File: src/rtl/rf_write_arbiter_pkg.sv
// Shared types and default sizing for the register-file write arbiter.
// Latency: n/a (types and constants only).
// Backpressure: n/a.
package rf_write_arbiter_pkg;

    localparam int RF_COUNT    = 15;  // architectural registers
    localparam int RF_SIZE     = 4;   // register address width
    localparam int RF_LEN      = 32;  // data width
    localparam int RF_DEPTH    = 4;   // load-return FIFO entries
    localparam int RF_MAX_WAIT = 8;   // head wait before a hold is requested

    // One buffered load return. A cleared valid bit means the entry was
    // killed by a younger writeback to the same register.
    typedef struct packed {
        logic              valid;
        logic [RF_SIZE-1:0] dest;
        logic [RF_LEN-1:0]  data;
    } entry_t;

endpackage

File: src/rtl/rf_ld_fifo.sv
// Load-return FIFO with per-entry kill-by-destination.
// Latency: push visible at head one cycle after the push edge; no bypass.
// Backpressure: caller must not push when count == DEPTH nor pop when empty.
//
// Ports: clk/rst_n; push/push_dest/push_data; pop; kill/kill_dest clears
// valid on every stored entry whose dest matches; head = entry at read
// pointer; count = occupied slots (killed ones included); slot_valid and
// slot_dest expose all storage for the busy decode.
module rf_ld_fifo
    import rf_write_arbiter_pkg::*;
#(
    parameter int DEPTH = RF_DEPTH,
    localparam int PW = $clog2(DEPTH),
    localparam int CW = $clog2(DEPTH + 1)
) (
    input  logic                          clk,
    input  logic                          rst_n,
    input  logic                          push,
    input  logic [RF_SIZE-1:0]            push_dest,
    input  logic [RF_LEN-1:0]             push_data,
    input  logic                          pop,
    input  logic                          kill,
    input  logic [RF_SIZE-1:0]            kill_dest,
    output entry_t                        head,
    output logic [CW-1:0]                 count,
    output logic [DEPTH-1:0]              slot_valid,
    output logic [DEPTH-1:0][RF_SIZE-1:0] slot_dest
);

    entry_t           mem [DEPTH];
    logic [PW-1:0]    rd_ptr;
    logic [PW-1:0]    wr_ptr;
    logic [DEPTH-1:0] kill_hit;

    // Unoccupied slots always hold valid=0 (cleared on pop and reset), so
    // the valid bits alone describe the live set without consulting pointers.
    always_comb begin
        kill_hit   = '0;
        slot_valid = '0;
        slot_dest  = '0;
        for (int i = 0; i < DEPTH; i++) begin
            kill_hit[i]   = kill && mem[i].valid && (mem[i].dest == kill_dest);
            slot_valid[i] = mem[i].valid;
            slot_dest[i]  = mem[i].dest;
        end
    end

    assign head = mem[rd_ptr];

    always_ff @(posedge clk or negedge rst_n) begin
        if (!rst_n) begin
            rd_ptr <= '0;
            wr_ptr <= '0;
            count  <= '0;
            for (int i = 0; i < DEPTH; i++) begin
                mem[i] <= '0;
            end
        end else begin
            for (int i = 0; i < DEPTH; i++) begin
                if (kill_hit[i]) begin
                    mem[i].valid <= 1'b0;
                end
            end
            if (pop) begin
                mem[rd_ptr].valid <= 1'b0;
                rd_ptr            <= rd_ptr + 1'b1;
            end
            // Push slot never equals the pop slot: push requires not-full
            // and pop requires not-empty.
            if (push) begin
                mem[wr_ptr] <= '{valid: 1'b1, dest: push_dest, data: push_data};
                wr_ptr      <= wr_ptr + 1'b1;
            end
            case ({push, pop})
                2'b10:   count <= count + 1'b1;
                2'b01:   count <= count - 1'b1;
                default: count <= count;
            endcase
        end
    end

endmodule

File: src/rtl/rf_write_arbiter.sv
// Shares the register-file write port between pipeline writeback and
// buffered late load returns; WB has fixed priority.
// Latency: WB write is zero-cycle; a load return writes >= 1 cycle after accept.
// Backpressure: ld_ready drops when the FIFO is full; wb_hold asks the
// pipeline for bubbles when a buffered load has starved.
//
// Ports: clk, rst_n; wb_we/wb_dest/wb_data writeback request;
// ld_valid/ld_ready/ld_dest/ld_data load-return handshake;
// rf_we/rf_dest/rf_data register file write port; busy_mask pending
// buffered writes per register; wb_hold freeze request; fifo_count occupancy.
module rf_write_arbiter
    import rf_write_arbiter_pkg::*;
#(
    parameter int COUNT    = RF_COUNT,
    parameter int DEPTH    = RF_DEPTH,
    parameter int MAX_WAIT = RF_MAX_WAIT,
    localparam int SIZE = RF_SIZE,
    localparam int LEN  = RF_LEN,
    localparam int CW   = $clog2(DEPTH + 1),
    localparam int WW   = $clog2(MAX_WAIT + 1)
) (
    input  logic            clk,
    input  logic            rst_n,
    input  logic            wb_we,
    input  logic [SIZE-1:0] wb_dest,
    input  logic [LEN-1:0]  wb_data,
    input  logic            ld_valid,
    output logic            ld_ready,
    input  logic [SIZE-1:0] ld_dest,
    input  logic [LEN-1:0]  ld_data,
    output logic            rf_we,
    output logic [SIZE-1:0] rf_dest,
    output logic [LEN-1:0]  rf_data,
    output logic [COUNT-1:0] busy_mask,
    output logic            wb_hold,
    output logic [CW-1:0]   fifo_count
);

    // One extra bit so COUNT == 2**SIZE still compares correctly.
    localparam logic [SIZE:0]   COUNT_W    = (SIZE + 1)'(COUNT);
    localparam logic [CW-1:0]   DEPTH_W    = CW'(DEPTH);
    localparam logic [WW-1:0]   MAX_WAIT_W = WW'(MAX_WAIT);

    entry_t                     head;
    logic [DEPTH-1:0]           slot_valid;
    logic [DEPTH-1:0][SIZE-1:0] slot_dest;
    logic                       wb_legal;
    logic                       ld_legal;
    logic                       nonempty;
    logic                       head_live;
    logic                       pop;
    logic                       push;
    logic [WW-1:0]              wait_cnt;

    assign wb_legal  = wb_we && ({1'b0, wb_dest} < COUNT_W);
    assign ld_legal  = {1'b0, ld_dest} < COUNT_W;
    assign ld_ready  = fifo_count < DEPTH_W;
    assign nonempty  = fifo_count != '0;
    assign head_live = nonempty && head.valid;

    // A killed head is dropped regardless of WB; a live head only drains
    // into cycles without a legal WB write.
    assign pop  = nonempty && (!head.valid || !wb_legal);

    // A load accepted alongside a WB to the same register is older than
    // that WB, so it is dead on arrival and never stored.
    assign push = ld_valid && ld_ready && ld_legal
               && !(wb_legal && (ld_dest == wb_dest));

    assign rf_we   = wb_legal || head_live;
    assign rf_dest = head_live && !wb_legal ? head.dest : wb_dest;
    assign rf_data = head_live && !wb_legal ? head.data : wb_data;

    rf_ld_fifo #(
        .DEPTH(DEPTH)
    ) u_fifo (
        .clk       (clk),
        .rst_n     (rst_n),
        .push      (push),
        .push_dest (ld_dest),
        .push_data (ld_data),
        .pop       (pop),
        .kill      (wb_legal),
        .kill_dest (wb_dest),
        .head      (head),
        .count     (fifo_count),
        .slot_valid(slot_valid),
        .slot_dest (slot_dest)
    );

    always_comb begin
        busy_mask = '0;
        for (int i = 0; i < DEPTH; i++) begin
            for (int r = 0; r < COUNT; r++) begin
                if (slot_valid[i] && (slot_dest[i] == SIZE'(r))) begin
                    busy_mask[r] = 1'b1;
                end
            end
        end
    end

    // wait_cnt counts cycles a live head was blocked by WB. Hold is
    // requested one cycle after it saturates and released one cycle after
    // the FIFO is seen empty.
    always_ff @(posedge clk or negedge rst_n) begin
        if (!rst_n) begin
            wait_cnt <= '0;
            wb_hold  <= 1'b0;
        end else begin
            if (head_live && !pop) begin
                if (wait_cnt != MAX_WAIT_W) begin
                    wait_cnt <= wait_cnt + 1'b1;
                end
            end else begin
                wait_cnt <= '0;
            end
            if (wait_cnt == MAX_WAIT_W) begin
                wb_hold <= 1'b1;
            end else if (!nonempty) begin
                wb_hold <= 1'b0;
            end
        end
    end

endmodule
File: config.mk
export PLATFORM = sky130hd
export DESIGN_NAME = rf_write_arbiter
export DESIGN_NICKNAME = d
export VERILOG_FILES = /design/src/rtl/rf_write_arbiter_pkg.sv /design/src/rtl/rf_ld_fifo.sv /design/src/rtl/rf_write_arbiter.sv
export SDC_FILE = /design/constraint.sdc
export NUM_CORES = 1
export LEC_CHECK = 0
export BUFFER_PORTS_ARGS = -buffer_cell sky130_fd_sc_hd__buf_4
export CELL_PAD_IN_SITES_DETAIL_PLACEMENT = 1
export CELL_PAD_IN_SITES_GLOBAL_PLACEMENT = 1
export CORE_ASPECT_RATIO = 1.4
export CORE_MARGIN = 4
export CORE_UTILIZATION = 40
export CTS_BUF_LIST = sky130_fd_sc_hd__clkbuf_8
export DETAILED_ROUTE_END_ITERATION = 8
export HOLD_SLACK_MARGIN = 0.06
export PLACE_DENSITY_LB_ADDON = 0.1
export SYNTH_ARGS = -nofsm -noshare
export SYNTH_HDL_FRONTEND = slang
export SYNTH_HIERARCHICAL = 1
export SYNTH_SLANG_ARGS = --single-unit
File: constraint.sdc
create_clock -name clk -period 6.45 [get_ports clk]
set_input_delay 0 -clock clk [delete_from_list [all_inputs] [get_ports clk]]
set_output_delay 0 -clock clk [all_outputs]
set_load 0.02 [all_outputs]
## Word-level counts from Yosys, hierarchy flattened

Cells that the tools add are included.

- Flip-flop bits (word level): 160
- Input bits: 76
- Output and inout port bits: 57
- Logic and storage cells: 271

- Add/sub/neg operators: 5
- $lt $le $gt $ge: 7
- Equal/unequal tests: 67
- Multiplexer cells: 82
- Bitwise gates (word level): 2
- Reduce and logical (&&, ||, !) cells: 91

Operators by type and width:

| kind | count |
|---|---|
| $bwmux W148 | 2 |
| $mux W148 | 2 |
| $demux W37 S2 | 2 |
| $mux W37 | 4 |
| $eq A4 B4 Y1 const B | 29 |
| $logic_and A1 B1 Y1 | 79 |
| $bmux W37 S2 | 1 |
| $mux W1 | 66 |
| $eq A4 B3 Y1 const B | 16 |
| $eq A4 B2 Y1 const B | 8 |
| $mux W32 | 1 |
| $eq A4 B4 Y1 | 5 |
| $eq A4 B1 Y1 const B | 4 |
| $logic_not A4 Y1 | 4 |
| $mux W4 | 3 |
| $lt A4 B4 Y1 const B | 2 |
| $ge A3 B3 Y1 const B | 2 |
| $lt A3 B1 Y1 const B | 2 |
| $not A2 Y3 | 2 |
| $pmux W3 S2 | 1 |
| $add A2 B1 Y2 const B | 2 |
| $add A4 B1 Y4 const B | 1 |
| $logic_not A1 Y1 | 4 |
| $ne A2 B1 Y1 const B | 2 |
| other kinds (9) | 10 |

## Logic depth before layout (Yosys ltp)

- Word-level depth: 10
- Depth in mapped cells: 11
- Mapped depth without buffers: 10

## Cells and area by module

The synthesis kept the hierarchy.

Modules (own cells, without submodules):

| module | instances | cells each | area each (um^2) | seq. area each (um^2) |
|---|---|---|---|---|
| rf_ld_fifo | 1 | 448 | 7214.4 | 3878.7 |
| rf_write_arbiter | 1 | 139 | 1398.8 | 125.1 |

## Worst setup path after synthesis

No wires, ideal clock.

- Path kind: register to register
- Start point: register u_fifo.rd_ptr[0]
- End point: register u_fifo.count[2]
- Library setup time: 0.080 ns
- Data arrival time: 2.164 ns
- Required time: 6.370 ns
- Path slack: 4.206 ns
- Stages on the path, launching flop included: 10
- Buffers on the path: 1
- Period minus slack after synthesis: 2.244 ns
- Cell sequence: dfrtp_1 -> buf_2 -> mux4_2 -> a21oi_1 -> ha_1 -> inv_1 -> fa_1 -> xor2_1 -> nor2_1 -> xor2_1

RTL lines:

| element | RTL line | source |
|---|---|---|
| start, declared | rf_ld_fifo.sv:31 | `logic [PW-1:0] rd_ptr;` |
| start signal, assigned | rf_ld_fifo.sv:66 | `rd_ptr <= rd_ptr + 1'b1;` |
| end signal, assigned | rf_ld_fifo.sv:75 | `2'b10: count <= count + 1'b1;` |
| end signal, assigned | rf_ld_fifo.sv:76 | `2'b01: count <= count - 1'b1;` |
| end signal, assigned | rf_ld_fifo.sv:77 | `default: count <= count;` |
| end, declared | rf_ld_fifo.sv:25 | `output logic [CW-1:0] count,` |

==> impl_results.md <==
* Outcome: complete, no violations
* Synth-to-Final Area Change at 21.3%
* Worst flop-to-flop path startpoint: u_fifo/slot_valid[3]$_DFF_PN0_
* EDFF count, synth at 0
* Layout net count at 826
* Synth Register Bits at 160
* Leak at 4.63 nW
* Boundary pin count at 133
* Vias/cell at 5.42
* Antenna Violating Nets Remaining at 0
* Initial antenna violation count at 0
* Chip width at 132 um
* Largest area contributor in the netlist: dfrtp_1
* Worst-path fanout max at 19
* Core area at 21200 um2
* Max_slew headroom at 0.332
* Synth area leaders: dfrtp_1, mux2_2, mux4_2
* Worst R2R Path Depth at 8
* Distinct cell type count after synthesis at 42
* CTS Root Cell: clkbuf_8
* Drt total wl at 21000 um
* Critical Path Sink Type: output port
* Vias in the first global route at 6208
* First-pass GRT wire length at 33700 um
* Post-CTS Setup Bufs at 0
* Unrepaired setup endpoints after global routing: false
* Total CTS buffers at 17
* Synthesized area per cell at 14.7 um2
* Clk sink count at 160
* Startpoint types: flop
* Dpl hpwl at 14100 um
* Worst hold stages at 4
* Tmin final at 3.17 ns
* Setup Viol. Count Final at 0
* Iteration-0 DRC count of the detailed router at 221
* Initial Util at 0.406
* Synth async-reset ratio at 1.00
* Synth top area share at 0.465
* CTS tree: done
* Hold buffer count at cts at 41
* Die area at 24000 um2
* Hold Vio Cnt, Final at 0
* Tcrit/Tclk final at 0.492
* Commonest cells in the synthesized netlist: dfrtp_1, mux2_2, mux4_2
* Post-CTS resize count at 0
* DR WL/cell at 20.8 um
* Max Cap Violations at 0
* Vias post-DR at 5477
* Die Span Y at 182 um
* Mapped Cells at 587
* Residual DRC at 0
* Final hold slack at 0.155 ns
* Post-synthesis mux area share at 0.348
* Hold path endpoint: u_fifo/slot_valid[3]$_DFF_PN0_
* Clock-pin transition on the worst setup and hold timing paths at 0.09 ns
* Simple-gate share of the synthesized area at 0.0415
* Compound-Gate Fraction of Synth Area at 0.0431
* Clk Latency, worst-skew pair at 0.46 ns
* All-Layer GR Usage at 0.178
* Final Slew Violations at 0
* H-tree levels at 4
* Top-count cell post-synth: dfrtp_1
* Total power per unit cell area at 480 nW/um2
* Post-Synth Adder-Cell Area at 0.0183
* CP Class: flop to output port
* Hold Crit Class: input pin to flop
* # diodes at 0
* Measured slew at the worst slew-check pin at 1.00 ns
* Fin Setup TNS at 0 ns
* Largest net degree at the start of global routing at 107
* Clk buf depth at 2
* Row count at 63
* Synthesized area at 8610 um2
* Xor-xnor portion of the synthesized cell area at 0.0285
* Layout Skew at 0.0126 ns
* Min-delay src: wb_dest[2]
* Ys flop type: dfrtp_1
* # port buffers at 132
* GR Overflow Total at 0
* Register area share after synthesis at 0.465
* VDD IR max at 272 uV
* FF-to-FF setup slack at 3.72 ns
* Critical Path RT at 6.45 ns
* Yosys warnings at 6
* GPL Wtd Cong at 0.829
* Capturing point of the worst reg2reg path: u_fifo/count[2]$_DFFE_PN0P_
* Max Clock Freq at 315 MHz
* Main combinational cell family by area after synthesis: multiplexers
* Syn Nets at 675
* Share of post-route cells with drive strength above 1 at 0.535
* TritonRoute pass-1 iters at 4
* Worst EP arrival at 3.17 ns
## metrics by stage
stage	instance area [um2]	cells	total power [mW]	worst slack [ns]	utilization
after floorplan	8610	587	3.60	4.21	-
final	10400	1010	5.01	3.28	0.493
after CTS	10400	1010	5.09	3.18	0.493
after global placement	9570	938	4.07	3.72	0.451
after detailed placement	9570	938	4.19	3.71	0.451
after global routing	10400	1010	5.34	3.12	0.493
## kinds of logic (layout without fill, tap and decap cells)
family / after synthesis / in the layout
and+or+nand+nor: 62 / 62
DFF: 160 / 160
adders and majority gates: 12 / 12
muxes: 218 / 218
buffers and inverters: 61 / 224
xor gates and xnor gates: 28 / 28
AOI/OAI and AO/OA: 46 / 46
## area by class of cell
class                   count  area (um2)
flip-flops and latches    160        4010
well taps                 260         325
fillers                  2123       10800
inverters                  12        45.0
repair buffers            181        1470
clock buffers              17         234
multi-input cells         366        4140
clock inverters            14         230
## placed cells by master, fill, tap and decap left out, drive strengths merged, types with 3 or more instances in the layout
cell type / count
mux4: 37
nand2b: 5
nand2: 14
o221ai: 15
a21oi: 3
xnor2: 6
nor2: 7
clkbuf: 17
a32oi: 3
nand3b: 5
ha: 11
inv: 19
dlygate4sd3: 41
nand3: 4
and3b: 4
mux2: 180
a22oi: 12
nor3: 5
bufinv: 5
xor2: 22
a21boi: 4
buf: 140
dfrtp: 160
nor2b: 4
a41oi: 4
o21ai: 4
## worst max path at each step
| stage | start | endpoint | slack (ns) | depth (start not counted) |
|---|---|---|---|---|
| 6_report | u_fifo/rd_ptr[1]$_DFFE_PN0P_ | rf_dest[2] | 3.28 | 6 |
| 5_1_grt | u_fifo/slot_valid[3]$_DFF_PN0_ | rf_dest[2] | 3.12 | 6 |
| 4_1_cts | u_fifo/rd_ptr[1]$_DFFE_PN0P_ | rf_dest[2] | 3.18 | 6 |
| 2_1_floorplan | u_fifo/rd_ptr[0]$_DFFE_PN0P_ | u_fifo/count[2]$_DFFE_PN0P_ | 4.21 | 9 |
| 3_5_place_dp | u_fifo/rd_ptr[1]$_DFFE_PN0P_ | rf_dest[2] | 3.71 | 6 |
| 3_3_place_gp | u_fifo/rd_ptr[1]$_DFFE_PN0P_ | rf_dest[2] | 3.72 | 6 |
## critical path, cell delays in order (launching register included)
cell     delay, ns
dfrtp_2       0.43
mux4_2        0.38
o31ai_2       0.11
a21oi_4       0.71
buf_4         0.51
mux2_2        0.41
buf_4         0.16
## state kept, by name, indices dropped and copies added, names as in the netlist
signal             count
u_fifo/mem           128
u_fifo/slot_dest      16
u_fifo/slot_valid      4
wait_cnt               4
u_fifo/count           3
u_fifo/rd_ptr          2
u_fifo/wr_ptr          2
wb_hold                1
## routing by layer
layer,vias to the layer above,global-route usage,part of all wire
met5,-,0,0
met4,0,0.0525,0.016
met3,26,0.0308,0.030
met2,113,0.319,0.53
met1,2869,0.219,0.42
li1,2469,-,-
## report_power, final
part	internal [mW]	switching, mW	total [mW]
Sequential	1.50	0.357	1.85
Clock	0.470	0.403	0.873
Combinational	1.28	1.01	2.29
Total	3.24	1.77	5.01
Note: power is estimated with default switching activity, not from simulation.
